File: src/rtl/mul_arb_pkg.sv
// Shared constants for the multiply arbiter.
//   OPW      operand width of each requester's a/b
//   PRODW    full product width
//   SIGN_W   width of the captured signed/unsigned flag
//   NREQ_DEF default number of requesters sharing the multiplier
package mul_arb_pkg;

    localparam int OPW      = 32;
    localparam int PRODW    = 64;
    localparam int SIGN_W   = 1;
    localparam int NREQ_DEF = 4;

endpackage

File: src/rtl/mul_arbiter_if.sv
// Request/response bundle between the requesters/consumer and mul_arbiter.
//   req_valid/req_ready/req_a/req_b/req_sign : per-requester request channel,
//                                              requester i at [OPW*i +: OPW]
//   rsp_valid/rsp_ready/rsp_id/rsp_product   : single response channel
// Handshake: a beat transfers on a rising clk edge where valid && ready are
// both high. A requester holds valid and its payload stable until accepted;
// ready never depends on a later beat, and the response payload holds stable
// while rsp_valid && !rsp_ready.
interface mul_arbiter_if
    import mul_arb_pkg::*;
#(
    parameter int NREQ = NREQ_DEF,
    parameter int IDW  = $clog2(NREQ)
);
    logic [NREQ-1:0]      req_valid;
    logic [NREQ-1:0]      req_ready;
    logic [NREQ*OPW-1:0]  req_a;
    logic [NREQ*OPW-1:0]  req_b;
    logic [NREQ-1:0]      req_sign;
    logic                 rsp_valid;
    logic                 rsp_ready;
    logic [IDW-1:0]       rsp_id;
    logic [PRODW-1:0]     rsp_product;

    // Requester / consumer side.
    modport master (
        output req_valid, req_a, req_b, req_sign, rsp_ready,
        input  req_ready, rsp_valid, rsp_id, rsp_product
    );

    // Arbiter side.
    modport slave (
        input  req_valid, req_a, req_b, req_sign, rsp_ready,
        output req_ready, rsp_valid, rsp_id, rsp_product
    );
endinterface

File: src/rtl/paramul.sv
// Combinational W x W multiplier with a runtime signed/unsigned select.
//   a, b    : operands
//   sign    : 1 = two's-complement operands, 0 = unsigned
//   product : exact 2W-bit product
module paramul #(
    parameter int W = 32
) (
    input  logic [W-1:0]   a,
    input  logic [W-1:0]   b,
    input  logic           sign,
    output logic [2*W-1:0] product
);
    logic [2*W-1:0] a_ext;
    logic [2*W-1:0] b_ext;

    // Extending each operand to 2W bits (sign- or zero-) makes the low 2W bits
    // of a plain unsigned multiply equal the exact product in either mode.
    assign a_ext   = {{W{sign & a[W-1]}}, a};
    assign b_ext   = {{W{sign & b[W-1]}}, b};
    assign product = a_ext * b_ext;

endmodule

File: src/rtl/rr_arbiter.sv
// Round-robin arbiter with a rotating priority pointer.
//   clk, rst_n : clock, asynchronous active-low reset
//   req        : request vector
//   en         : grant permitted this cycle
//   grant      : one-hot grant (all zero when en is low or nothing requests)
//   grant_id   : index of the granted requester
//   ptr        : current highest-priority index (observable for debug)
module rr_arbiter #(
    parameter int NREQ = 4,
    parameter int IDW  = $clog2(NREQ)
) (
    input  logic            clk,
    input  logic            rst_n,
    input  logic [NREQ-1:0] req,
    input  logic            en,
    output logic [NREQ-1:0] grant,
    output logic [IDW-1:0]  grant_id,
    output logic [IDW-1:0]  ptr
);
    logic hit;

    // First pass searches ptr..NREQ-1, second pass wraps to 0..; the first
    // set request found wins.
    always_comb begin
        grant    = '0;
        grant_id = '0;
        hit      = 1'b0;
        for (int i = 0; i < NREQ; i++) begin
            if (!hit && en && req[i] && (IDW'(i) >= ptr)) begin
                grant[i] = 1'b1;
                grant_id = IDW'(i);
                hit      = 1'b1;
            end
        end
        for (int i = 0; i < NREQ; i++) begin
            if (!hit && en && req[i]) begin
                grant[i] = 1'b1;
                grant_id = IDW'(i);
                hit      = 1'b1;
            end
        end
    end

    always_ff @(posedge clk or negedge rst_n) begin
        if (!rst_n) begin
            ptr <= '0;
        end else if (hit) begin
            ptr <= (grant_id == IDW'(NREQ - 1)) ? '0 : grant_id + IDW'(1);
        end
    end

endmodule

File: src/rtl/mul_arbiter.sv
// Shares one paramul between NREQ requesters through a two-stage pipeline.
//   clk, rst_n : clock, asynchronous active-low reset
//   bus        : request/response bundle (slave side)
//   busy       : any pipeline stage holds an entry
//   ptr        : round-robin priority pointer (debug view)
// S1 holds the granted operands and feeds the multiplier; S2 holds the
// product and drives the response channel.
module mul_arbiter
    import mul_arb_pkg::*;
#(
    parameter int NREQ = NREQ_DEF,
    parameter int IDW  = $clog2(NREQ)
) (
    input  logic           clk,
    input  logic           rst_n,
    mul_arbiter_if.slave   bus,
    output logic           busy,
    output logic [IDW-1:0] ptr
);
    logic              s1_valid;
    logic [OPW-1:0]    s1_a;
    logic [OPW-1:0]    s1_b;
    logic [SIGN_W-1:0] s1_sign;
    logic [IDW-1:0]    s1_id;

    logic              s2_valid;
    logic [PRODW-1:0]  s2_product;
    logic [IDW-1:0]    s2_id;

    logic              adv2;
    logic              issue;
    logic [NREQ-1:0]   grant;
    logic [IDW-1:0]    grant_id;
    logic [OPW-1:0]    sel_a;
    logic [OPW-1:0]    sel_b;
    logic [SIGN_W-1:0] sel_sign;
    logic [PRODW-1:0]  product;

    // S2 can take a new entry if it is empty or its entry leaves this cycle;
    // S1 can take one if it is empty or moves into S2. Reset also blocks
    // grants so req_ready is low while rst_n is asserted.
    assign adv2  = !s2_valid || bus.rsp_ready;
    assign issue = (!s1_valid || adv2) && rst_n;

    rr_arbiter #(
        .NREQ (NREQ),
        .IDW  (IDW)
    ) u_rr_arbiter (
        .clk      (clk),
        .rst_n    (rst_n),
        .req      (bus.req_valid),
        .en       (issue),
        .grant    (grant),
        .grant_id (grant_id),
        .ptr      (ptr)
    );

    assign bus.req_ready = grant;

    // One-hot grant makes an OR-mux sufficient.
    always_comb begin
        sel_a    = '0;
        sel_b    = '0;
        sel_sign = '0;
        for (int i = 0; i < NREQ; i++) begin
            if (grant[i]) begin
                sel_a    = bus.req_a[i*OPW +: OPW];
                sel_b    = bus.req_b[i*OPW +: OPW];
                sel_sign = bus.req_sign[i];
            end
        end
    end

    always_ff @(posedge clk or negedge rst_n) begin
        if (!rst_n) begin
            s1_valid <= 1'b0;
            s1_a     <= '0;
            s1_b     <= '0;
            s1_sign  <= '0;
            s1_id    <= '0;
        end else if (issue) begin
            s1_valid <= |grant;
            if (|grant) begin
                s1_a    <= sel_a;
                s1_b    <= sel_b;
                s1_sign <= sel_sign;
                s1_id   <= grant_id;
            end
        end
    end

    paramul #(
        .W (OPW)
    ) u_paramul (
        .a       (s1_a),
        .b       (s1_b),
        .sign    (s1_sign[0]),
        .product (product)
    );

    always_ff @(posedge clk or negedge rst_n) begin
        if (!rst_n) begin
            s2_valid   <= 1'b0;
            s2_product <= '0;
            s2_id      <= '0;
        end else if (adv2) begin
            s2_valid <= s1_valid;
            // Payload only changes on a real entry so an idle S2 keeps its
            // last value instead of tracking stale S1 contents.
            if (s1_valid) begin
                s2_product <= product;
                s2_id      <= s1_id;
            end
        end
    end

    assign bus.rsp_valid   = s2_valid;
    assign bus.rsp_id      = s2_id;
    assign bus.rsp_product = s2_product;
    assign busy            = s1_valid || s2_valid;

endmodule

File: src/flat_wrapper.sv
// flat-port wrapper written by rule: the top's interface ports become plain ports
module mul_arbiter_flat import mul_arb_pkg::*;
#(
    parameter int NREQ = NREQ_DEF,
    parameter int IDW  = $clog2(NREQ)
)
  (clk, rst_n, busy, ptr, bus_req_valid, bus_req_a, bus_req_b, bus_req_sign, bus_rsp_ready, bus_req_ready, bus_rsp_valid, bus_rsp_id, bus_rsp_product);
  mul_arbiter_if #(.NREQ(NREQ), .IDW(IDW)) bus_i ();
  input  logic clk;
  input  logic rst_n;
  output logic busy;
  output logic [IDW-1:0] ptr;
  input wire logic [$bits(bus_i.req_valid)-1:0] bus_req_valid;
  input wire logic [$bits(bus_i.req_a)-1:0] bus_req_a;
  input wire logic [$bits(bus_i.req_b)-1:0] bus_req_b;
  input wire logic [$bits(bus_i.req_sign)-1:0] bus_req_sign;
  input wire logic [$bits(bus_i.rsp_ready)-1:0] bus_rsp_ready;
  output wire logic [$bits(bus_i.req_ready)-1:0] bus_req_ready;
  output wire logic [$bits(bus_i.rsp_valid)-1:0] bus_rsp_valid;
  output wire logic [$bits(bus_i.rsp_id)-1:0] bus_rsp_id;
  output wire logic [$bits(bus_i.rsp_product)-1:0] bus_rsp_product;
  assign bus_i.req_valid = bus_req_valid;
  assign bus_i.req_a = bus_req_a;
  assign bus_i.req_b = bus_req_b;
  assign bus_i.req_sign = bus_req_sign;
  assign bus_i.rsp_ready = bus_rsp_ready;
  assign bus_req_ready = bus_i.req_ready;
  assign bus_rsp_valid = bus_i.rsp_valid;
  assign bus_rsp_id = bus_i.rsp_id;
  assign bus_rsp_product = bus_i.rsp_product;
  mul_arbiter #(.NREQ(NREQ), .IDW(IDW)) u_core (.clk(clk), .rst_n(rst_n), .bus(bus_i), .busy(busy), .ptr(ptr));
endmodule
File: config.mk
export PLATFORM = sky130hd
export DESIGN_NAME = mul_arbiter_flat
export DESIGN_NICKNAME = d
export VERILOG_FILES = /design/src/rtl/mul_arb_pkg.sv /design/src/rtl/mul_arbiter_if.sv /design/src/rtl/paramul.sv /design/src/rtl/rr_arbiter.sv /design/src/rtl/mul_arbiter.sv /design/src/flat_wrapper.sv
export SDC_FILE = /design/constraint.sdc
export NUM_CORES = 2
export LEC_CHECK = 0
export ABC_CLOCK_PERIOD_IN_PS = 23400
export BUFFER_PORTS_ARGS = -buffer_cell sky130_fd_sc_hd__buf_2
export CAP_MARGIN = 40
export CORE_MARGIN = 2
export CORE_UTILIZATION = 39
export DETAILED_ROUTE_END_ITERATION = 8
export PLACE_DENSITY_LB_ADDON = 0.3
export SLEW_MARGIN = 0
export SYNTH_ARGS = -nofsm -noshare
export SYNTH_HDL_FRONTEND = slang
export SYNTH_SLANG_ARGS = --single-unit
File: constraint.sdc
create_clock -name clk -period 23.4 [get_ports clk]
set_clock_uncertainty 0.2 [all_clocks]
set_input_delay 2.34 -clock clk [delete_from_list [all_inputs] [get_ports clk]]
set_output_delay 2.34 -clock clk [all_outputs]
set_load 0.005 [all_outputs]
==> results.md <==
* Final RePlAce weighted congestion at between 0.9 and 1
* Antenna Nets Post-Route at 0
* Crit path top cell by count: fa_1
* DIE WIDTH at between 300 and 400 um
* Status: finished with violations
* Worst r2r src: u_core.s1_sign
* CP peak stage delay at 1.11 ns
* CTS Hold Buffers Added at 0
* Met3 usage at under 10%
* Post-synthesis adder-cell area fraction at 57.4%
* Worst Hold Launch: u_core.bus.rsp_product[31]
* Final Hold Fails at 0
* Post-synthesis mux area share at less than 1%
* DRT Pass-1 Iters at 9
* Clock buffer depth at 2
* Max Clk Rate at between 90 and 100 MHz
* Worst r2r path cells at 26
* Most frequent cell after synthesis: fa_1
* Placed insts at 6448
* First-pass GRT wire length at 207000 um
* CP bufs+invs at 5
* Reg-to-reg endpoint: u_core.bus.rsp_product[61]
* CTS tree: done
* Drt drc at 15
* Worst-Margin Slew at 1.10 ns
* Area growth from synthesis to layout at 8.48%
* Register bit total from synthesis at 137
* Clock buffer count from CTS at 17
* Final Critical Period at 10.11 ns
* Mapped cell area at approximately 44000 sq um
* Distinct cells, synth at 60
* I/O Pins at 341
* Clock latency on the worst-skew pair at 0.49 ns
* Final Non-Filler Cells at 6483
* List of most frequent post-synthesis cells: fa_1, inv_1, nand2_1
* Average cell area after synthesis at 9.09 sq um
* Core Area at 112000 sq um
* Syn_nets at ~6400
* Type of the worst setup path: reg2reg
* Yosys warns at 0
* Worst min-delay path category: reg2reg
* DR WL/cell at about 20 um
* Die Area at about 120000 sq um
* Total gr overflow at 0
* Critical path startpoint category: flop
* Max_cap viols at 0
* Synth Area in Simple Gates at 15.9%
* Failing checks: DRC
* Met1 global-route usage at 29.3%
* EDFF count, synth at 0
* GRT Total Usage at 23.2%
* # rows at 123
* Clk root buf: clkbuf_16
* Yosys top cell area share at around half
* Die Ht at 339 um
* Fin crit share at 43.2%
* PortBufs at 340
* RSZ-0062 raised after global routing: no
* Critical Path RT at between 20 and 25 ns
* Xor and xnor fraction of the mapped netlist area at 1.54%
* Total wire length at around 130000 um
* Top post-synthesis cells by area: fa_1, inv_1, nand2_1, dfrtp_1, ha_1
* Number of antenna violations at the first check in global routing at 4
* Vias at 33507
* Syn Inst Count at approximately 4800
* Main combinational cell family by area after synthesis: adder cells
* Worst R2R Setup Slack at 13.29 ns
* Post-synth ARST share at 100%
* Final nets at 6572
* Clock sinks at between 100 and 150
* Final count of negative-setup-slack endpoints at 0
* # fillers at 11223
* Crit path max-delay family: adder cells
* Post-synthesis sequential area ratio at 7.81%
* # Post-CTS Setup Buffers at 0
* Crit-path max FO at 22
* Resize count post-CTS at 0
* Slew HR at between 20% and 30%
* Clock slew at the register clock pins of the worst setup and hold paths at approximately 0.080 ns
* Area fraction in compound gates after synthesis at 5.33%
* Max-slew violations at 0
* Worst hold stages at 2
* Vias in the first global route at 36006
* Initial Util at between 30% and 40%
* Post-synth top area cell: fa_1
* Share of layout cells above drive strength 1 at under 10%
* Global route hottest layer: met2
* Crit. End Element: flop
* Routed vias/inst at 5.17
* Htree depth at 4
* Fin Setup TNS at 0 ns
* Starting DRT DRC Count at approximately 2600
* Worst path slowest cell: fa_1
* Largest net degree at the start of global routing at 87
* Ys flop type: dfrtp_1
* Post-DP HPWL at approximately 100000 um
* Grt met2 use at 41.1%
* Hold EP: u_core.bus.rsp_product[31]
* Crit path DAT at 10.28 ns
-- state kept, by name, summed over array words and instances, names as in the netlist --
name                     cells
u_core.bus.rsp_id            2
u_core.bus.rsp_product      64
u_core.bus.rsp_valid         1
u_core.s1_a                 32
u_core.s1_b                 32
u_core.s1_id                 2
u_core.s1_sign               1
u_core.s1_valid              1
u_core.u_rr_arbiter.ptr      2
-- logic make-up (layout without fill, tap and decap cells) --
logic type | count (synthesis) | count (layout)
and+or+nand+nor | 1535 | 1535
buffers and inverters | 1401 | 1553
adders and majority gates | 1337 | 1337
AOI/OAI and AO/OA | 339 | 339
DFF | 137 | 137
xor gates and xnor gates | 77 | 77
muxes | 3 | 3
other | 0 | 2
-- cell type report --
class	count	area [sq um]	area share, %
flip-flops and latches	137	3430	7.22
well taps	1500	1880	3.94
clock inverters	13	145	0.305
diodes	2	5.00	0.0105
multi-input cells	3291	35200	74.0
clock buffers	19	453	0.952
inverters	1106	4150	8.72
repair buffers	415	2320	4.87
-- worst register-to-register path, delay by kind of cell, from the launching register on --
family	cells	cell delay, ns
fa+ha+maj	9	5.28
compound gates	3	0.80
simple gates	8	1.82
buf+inv	5	0.89
flops	1	0.85
mux	1	0.16
-- metal layers --
metal	vias up	wire (um)
met4	0	4740
met5	-	0
li1	14421	-
met2	1157	66600
met1	17698	50400
met3	231	7780
-- metrics by stage --
| stage | utilization, % | cell area [sq um] | hold slack (ns) | setup slack, ns |
|---|---|---|---|---|
| floorplan | - | 43900 | 0.240 | 15.10 |
| global placement | 41.9 | 46900 | 0.247 | 13.68 |
| detailed placement | 41.9 | 47000 | 0.255 | 13.36 |
| CTS | 42.5 | 47600 | 0.271 | 13.33 |
| global route | 42.5 | 47600 | 0.298 | 12.84 |
| finish | 42.5 | 47600 | 0.267 | 13.29 |
-- worst max path at each step --
stage                    startpoint                          to  slack (ns)  depth (start not counted)
CTS                  u_core.s1_sign  u_core.bus.rsp_product[61]       13.33                         26
global route         u_core.s1_sign  u_core.bus.rsp_product[61]       12.84                         26
detailed placement   u_core.s1_sign  u_core.bus.rsp_product[61]       13.36                         26
global placement     u_core.s1_sign  u_core.bus.rsp_product[61]       13.68                         26
finish               u_core.s1_sign  u_core.bus.rsp_product[61]       13.29                         26
floorplan           u_core.s1_a[31]  u_core.bus.rsp_product[61]       15.10                         30
-- placed cells by master (no fill, tap or decap), types with 9 or more instances in the layout --
master     instances
a21o_1            35
a21oi_1           70
a222oi_1          65
a31oi_1           15
and2_1           348
and3_1            24
buf_2            339
buf_4             72
clkbuf_16         17
dfrtp_1          132
fa_1            1125
ha_1             212
inv_1           1105
nand2_1          961
nand3_1           82
nand4_1           21
nor2_1            54
nor2b_1            9
o21a_1            11
o21ai_0           85
xnor2_1           48
xor2_1            29
Power is not shown: default switching activity piles up to over one toggle a cycle in this logic, so the estimate is an artifact.
